==> src/rtl/johnson_counter_4.sv <==
// -----------------------------------------------------------------------------
// johnson_counter_4
//   Free-running twisted-ring (Johnson) counter. With WIDTH=4 it steps through
//   an 8-state cycle in which exactly one output bit changes per clock, making
//   it a glitch-free phase/sequence generator. Any state outside the Johnson
//   ring is steered back to all-zeros on the next edge (when SELF_CORRECT=1),
//   so the counter cannot lock up in a parasitic cycle.
//
// Parameters
//   WIDTH         counter width (>= 2); cycle length is 2*WIDTH
//   SELF_CORRECT  1: illegal state -> all-zeros on next edge; 0: plain shift
//
// Ports
//   clk  in   1      rising-edge clock
//   rst  in   1      asynchronous, active-low reset (q forced to 0 while low)
//   q    out  WIDTH  counter state, driven directly from flops
// -----------------------------------------------------------------------------
module johnson_counter_4 #(
    parameter int unsigned WIDTH        = 4,
    parameter bit          SELF_CORRECT = 1'b1
) (
    input  logic             clk,
    input  logic             rst,
    output logic [WIDTH-1:0] q
);

    logic [WIDTH-1:0] q_q;
    logic [WIDTH-1:0] q_d;

    // A legal Johnson state (0..01..1 or 1..10..0) has at most one boundary
    // between adjacent bits. Mark each boundary, then require that at most
    // one mark is set (clearing the lowest set bit leaves nothing).
    function automatic logic is_legal(input logic [WIDTH-1:0] v);
        logic [WIDTH-2:0] edges;
        edges = v[WIDTH-2:0] ^ v[WIDTH-1:1];
        return (edges & (edges - 1'b1)) == '0;
    endfunction

    always_comb begin
        q_d = {q_q[WIDTH-2:0], ~q_q[WIDTH-1]};
        if (SELF_CORRECT && !is_legal(q_q)) begin
            q_d = '0;
        end
    end

    always_ff @(posedge clk or negedge rst) begin
        if (!rst) begin
            q_q <= '0;
        end else begin
            q_q <= q_d;
        end
    end

    assign q = q_q;

endmodule

==> config.mk <==
export PLATFORM = sky130hd
export DESIGN_NAME = johnson_counter_4
export DESIGN_NICKNAME = d
export VERILOG_FILES = /design/src/rtl/johnson_counter_4.sv
export SDC_FILE = /design/constraint.sdc
export NUM_CORES = 1
export LEC_CHECK = 0
export BUFFER_PORTS_ARGS = -buffer_cell sky130_fd_sc_hd__buf_4
export CORE_AREA = 3 3 40 42
export CTS_CLUSTER_SIZE = 28
export DETAILED_ROUTE_END_ITERATION = 12
export DIE_AREA = 0 0 43 45
export PLACE_DENSITY = 0.36
export REMOVE_ABC_BUFFERS = 1
export SYNTH_ARGS = -nofsm -noshare
export SYNTH_HDL_FRONTEND = slang
export SYNTH_SLANG_ARGS = --single-unit
==> constraint.sdc <==
create_clock -name clk -period 1 [get_ports clk]
set_input_delay 0.1 -clock clk [delete_from_list [all_inputs] [get_ports clk]]
set_output_delay 0.1 -clock clk [all_outputs]
set_load 0.01 [all_outputs]
# Word-level counts from Yosys, hierarchy flattened
# Index checks and enable logic that the tools add are counted.
word_totals:
  register_bits: 4
  out_inout_bits: 4
  word_cells: 7
  in_bits: 2
op_classes:
  addsub: 1
  bitwise_logic: 3
  mux: 1
  n_reduce_logical: 1
op_table:
  columns: ["op", "n"]
  rows:
  - ["$mux 4", 1]
  - ["$and 3x3->3", 1]
  - ["$logic_not 3->1", 1]
  - ["$sub 3x1->3 const B", 1]
  - ["$xor 3x3->3", 1]
  - ["$not 1->1", 1]

# Logic depth before layout (Yosys ltp)
depth:
  ltp_word: 5
  ltp_mapped: 2
  depth_no_buf: 2

# Least setup slack after synthesis
# OpenSTA, ideal clock, no wires.
synth_path:
  path_type: "register -> register"
  start: "register q_q[3] (netlist: q[3])"
  end: "register q_q[1] (netlist: q[1])"
  path_buffers: 0
  arrival_time_ns: 0.796
  required_time_ns: 0.927
  setup_time_ns: 0.073
  period_less_slack_ns: 0.869
  stages_incl_launch_ff: 3
  slack_ns: 0.131
  path_cell_list: "dfrtp_1 or2_1 a21boi_2"
synth_between:
  elab_chain_cells: 5
synth_lines:
  columns: ["item", "line", "rtl"]
  rows:
  - ["from (decl)", "27", "logic [WIDTH-1:0] q_q;"]
  - ["from (signal assigned)", "50", "q_q <= q_d;"]
  - ["$xor 3x3->3 (*)", "35", "edges = v[WIDTH-2:0] ^ v[WIDTH-1:1];"]
  - ["$sub 3x1->3", "36", "return (edges & (edges - 1'b1)) == '0;"]
  - ["$and 3x3->3 (*)", "36", null]
  - ["$logic_not 3->1 (*)", "36", null]
  - ["$mux 4 (*)", "41", "if (SELF_CORRECT && !is_legal(q_q)) begin"]
  - ["net q_d[1]", "28", "logic [WIDTH-1:0] q_d;"]
# Mark *: on every way through the listed nets, which the timed path passes. The rest lies on a longest branch.

# Final worst setup path
layout_path:
  start: "register q_q[3] (netlist: q[3])"
  end: "output port q[3]"
layout_lines:
  columns: ["item", "line", "rtl"]
  rows:
  - ["to (decl)", "24", "output logic [WIDTH-1:0] q"]
# No word-level cell between the ends.

==> results.toml <==
[routing]
routed_wl_um = 326
drc = 0
routed_via_density = 3.45
dr.pass1.iters = 1
vias = 131
drtAntennaViolNets = 0
drtIter0Drc = 0
routedWlPerCell_um = 8.58

[placement]
portBuffers = 5
dpl_worst_slack_ns = 0.110
postPlaceCellArea_um2 = 223
gp_congestion = 0.633
dpl.cell_count = 34

[cells_and_area]
drive_gt1_share_pct = 39.1
design_area_um2 = 255
nFillCells = 138
fin_cells = 38
largest_reg_flops = 4
insertedDiodeCount = 0
syn_to_final_growth_pct = 53.4
final_nets = 27

[clock_tree]
clock_path_buffers = 2
clock_latency_ns = 0.23
cts.sinks = 4
h-tree-depth = 1
ctsResizeCount = 0
clock-root-buffer = "clkbuf_4"
post_cts_buffers = 0
clkTransAtPathRegs_ns = 0.04
numCtsBuffers = 3
cts_tree = "built"

[synthesis]
yosys_warnings = 0
synth_area_per_cell_um2 = 11.9
synthCells = 14
syn_area_um2 = 166
ys_seq_elements = 4
ys_types = 9
synth-seq-area-share_pct = 60.2

[sta]
tightestPinTransition_ns = 0.169
rsz0062_at_grt = "false"
period_share_pct = 91.1
hold_violations = 0
finalSetupViolations = 0
fin_ws_ns = 0.0887
post-route-min-period_ns = 0.911
setup_tns_ns = 0
fmax_mhz = 1100
drv_slew = 0
fin_skew_ns = 0.00397
slew_headroom_pct = 88.7

[critical_path]
path_buf_inv = 1
crit_arrival_ns = 0.81
slowest_stage = "dfrtp_1"
critPathTopFamily = "flip-flops"
crit_type = "flip-flop to output port"
start_kind = "flip-flop"
cp-end-kind = "output port"
crit_required_ns = 0.90
cp_max_fo = 5
worstPathCellList = "buf_4"
max_stage_delay_ns = 0.42

[power_and_ir_drop]
p_comb_share_pct = 2.3
seqPwrFrac_pct = 43.7
p_int_mw = 0.302
ir_drop_v = 0.000447
power_frac_clock_pct = 54.0
sw_frac_of_total_pct = 18.9
p_sw_mw = 0.0703
power_density_mw_per_mm2 = 1460
leakage_nw = 0.118

[global_route]
overflow = 0
grt_util_all_layers_pct = 4.52
grt_max_degree = 7
grt_pass1_wl_um = 517
grt_pass1_vias = 130
grt_antenna_before_repair = 0

[run]
cap_violations = 0

[outcome]
outcome = "finished, final reports clean"

[die]
die_x_um = 43
num_rows = 13
pin_count = 6
core_area_mm2 = 0.00128
initial_utilization_pct = 13.0
dieArea_mm2 = 0.00194
fp.dieH_um = 45

[min_path]
hold_class = "primary input to async pin"
synth_stat cells:
| master | instances | share of area [%] |
|---|---|---|
| or2_1 | 2 | 7.5 |
| nand2b_1 | 1 | 3.8 |
| nor2b_1 | 1 | 3.8 |
| dfrtp_1 | 4 | 60 |
| mux2i_1 | 1 | 6.0 |
| a21oi_1 | 1 | 3.0 |
| a21boi_0 | 1 | 4.5 |
| nand2_1 | 2 | 4.5 |
| a21boi_2 | 1 | 6.8 |
kinds of logic (layout without fill, tap and decap cells):
group,count (synthesis),in the layout,synth area share [%]
compound gates,3,3,14.3
buf+inv,0,9,0
flops,4,4,60.2
mux,1,1,6.02
simple gates,6,6,19.6
layer usage:
metal,up-vias,GRT usage (%),routed length [um]
li1,66,-,-
met1,61,4.39,155
met2,4,4.19,138
met3,0,5.18,32
met4,0,5.42,0
met5,-,0,0
path summary, 6_finish.rpt:
path	slack, ns	endpoint	cells after the start	start
worst max-delay path	0.09	q[3]	1	q[3]
worst min-delay path	0.20	q[2]	2	rst
worst max register to register	0.11	q[1]	2	q[3]
worst min register to register	0.52	q[0]	1	q[3]
max in group asynchronous	0.70	q[0]	2	rst
min in group clk	0.52	q[0]	1	q[3]
cell type report:
cell class              count  area [um2]  area share (%)
clock buffers               3        22.5            8.82
flip-flops and latches      4         100            39.2
well taps                  15        18.8            7.35
multi-input cells          10        66.3            26.0
repair buffers              6        47.5            18.6
stage by stage:
stage	util, %	hold WS, ns	total power [mW]
floorplan	-	-0.196	0.165
global placement	17.3	-0.103	0.170
detailed placement	17.3	-0.103	0.170
CTS	19.9	0.197	0.382
global route	19.9	0.198	0.397
finish	19.9	0.202	0.372
power groups by stage:
stage	registers, mW	logic [mW]	clock network (mW)
2_1_floorplan	0.165	0.0000000238	0
3_3_place_gp	0.165	0.00552	0
3_5_place_dp	0.165	0.00553	0
4_1_cts	0.163	0.00873	0.211
5_1_grt	0.163	0.00934	0.225
6_report	0.163	0.00855	0.201
layout by cell type, fill, tap and decap left out:
cell type | netlist | final
buf_4 | 0 | 5
dfrtp_1 | 4 | 4
clkbuf_4 | 0 | 3
nand2_1 | 2 | 2
or2_1 | 2 | 2
a21oi_1 | 1 | 1
mux2i_1 | 1 | 1
nor2b_1 | 1 | 1
a21boi_2 | 1 | 1
nand2b_1 | 1 | 1
a21boi_0 | 1 | 1
dlygate4sd3_1 | 0 | 1
timing repair:
item,CTS,global route
hold buffers,1,0
hold endpoints to repair,4,0
setup endpoints to repair,0,0
Note: power is estimated with default switching activity, not from simulation.
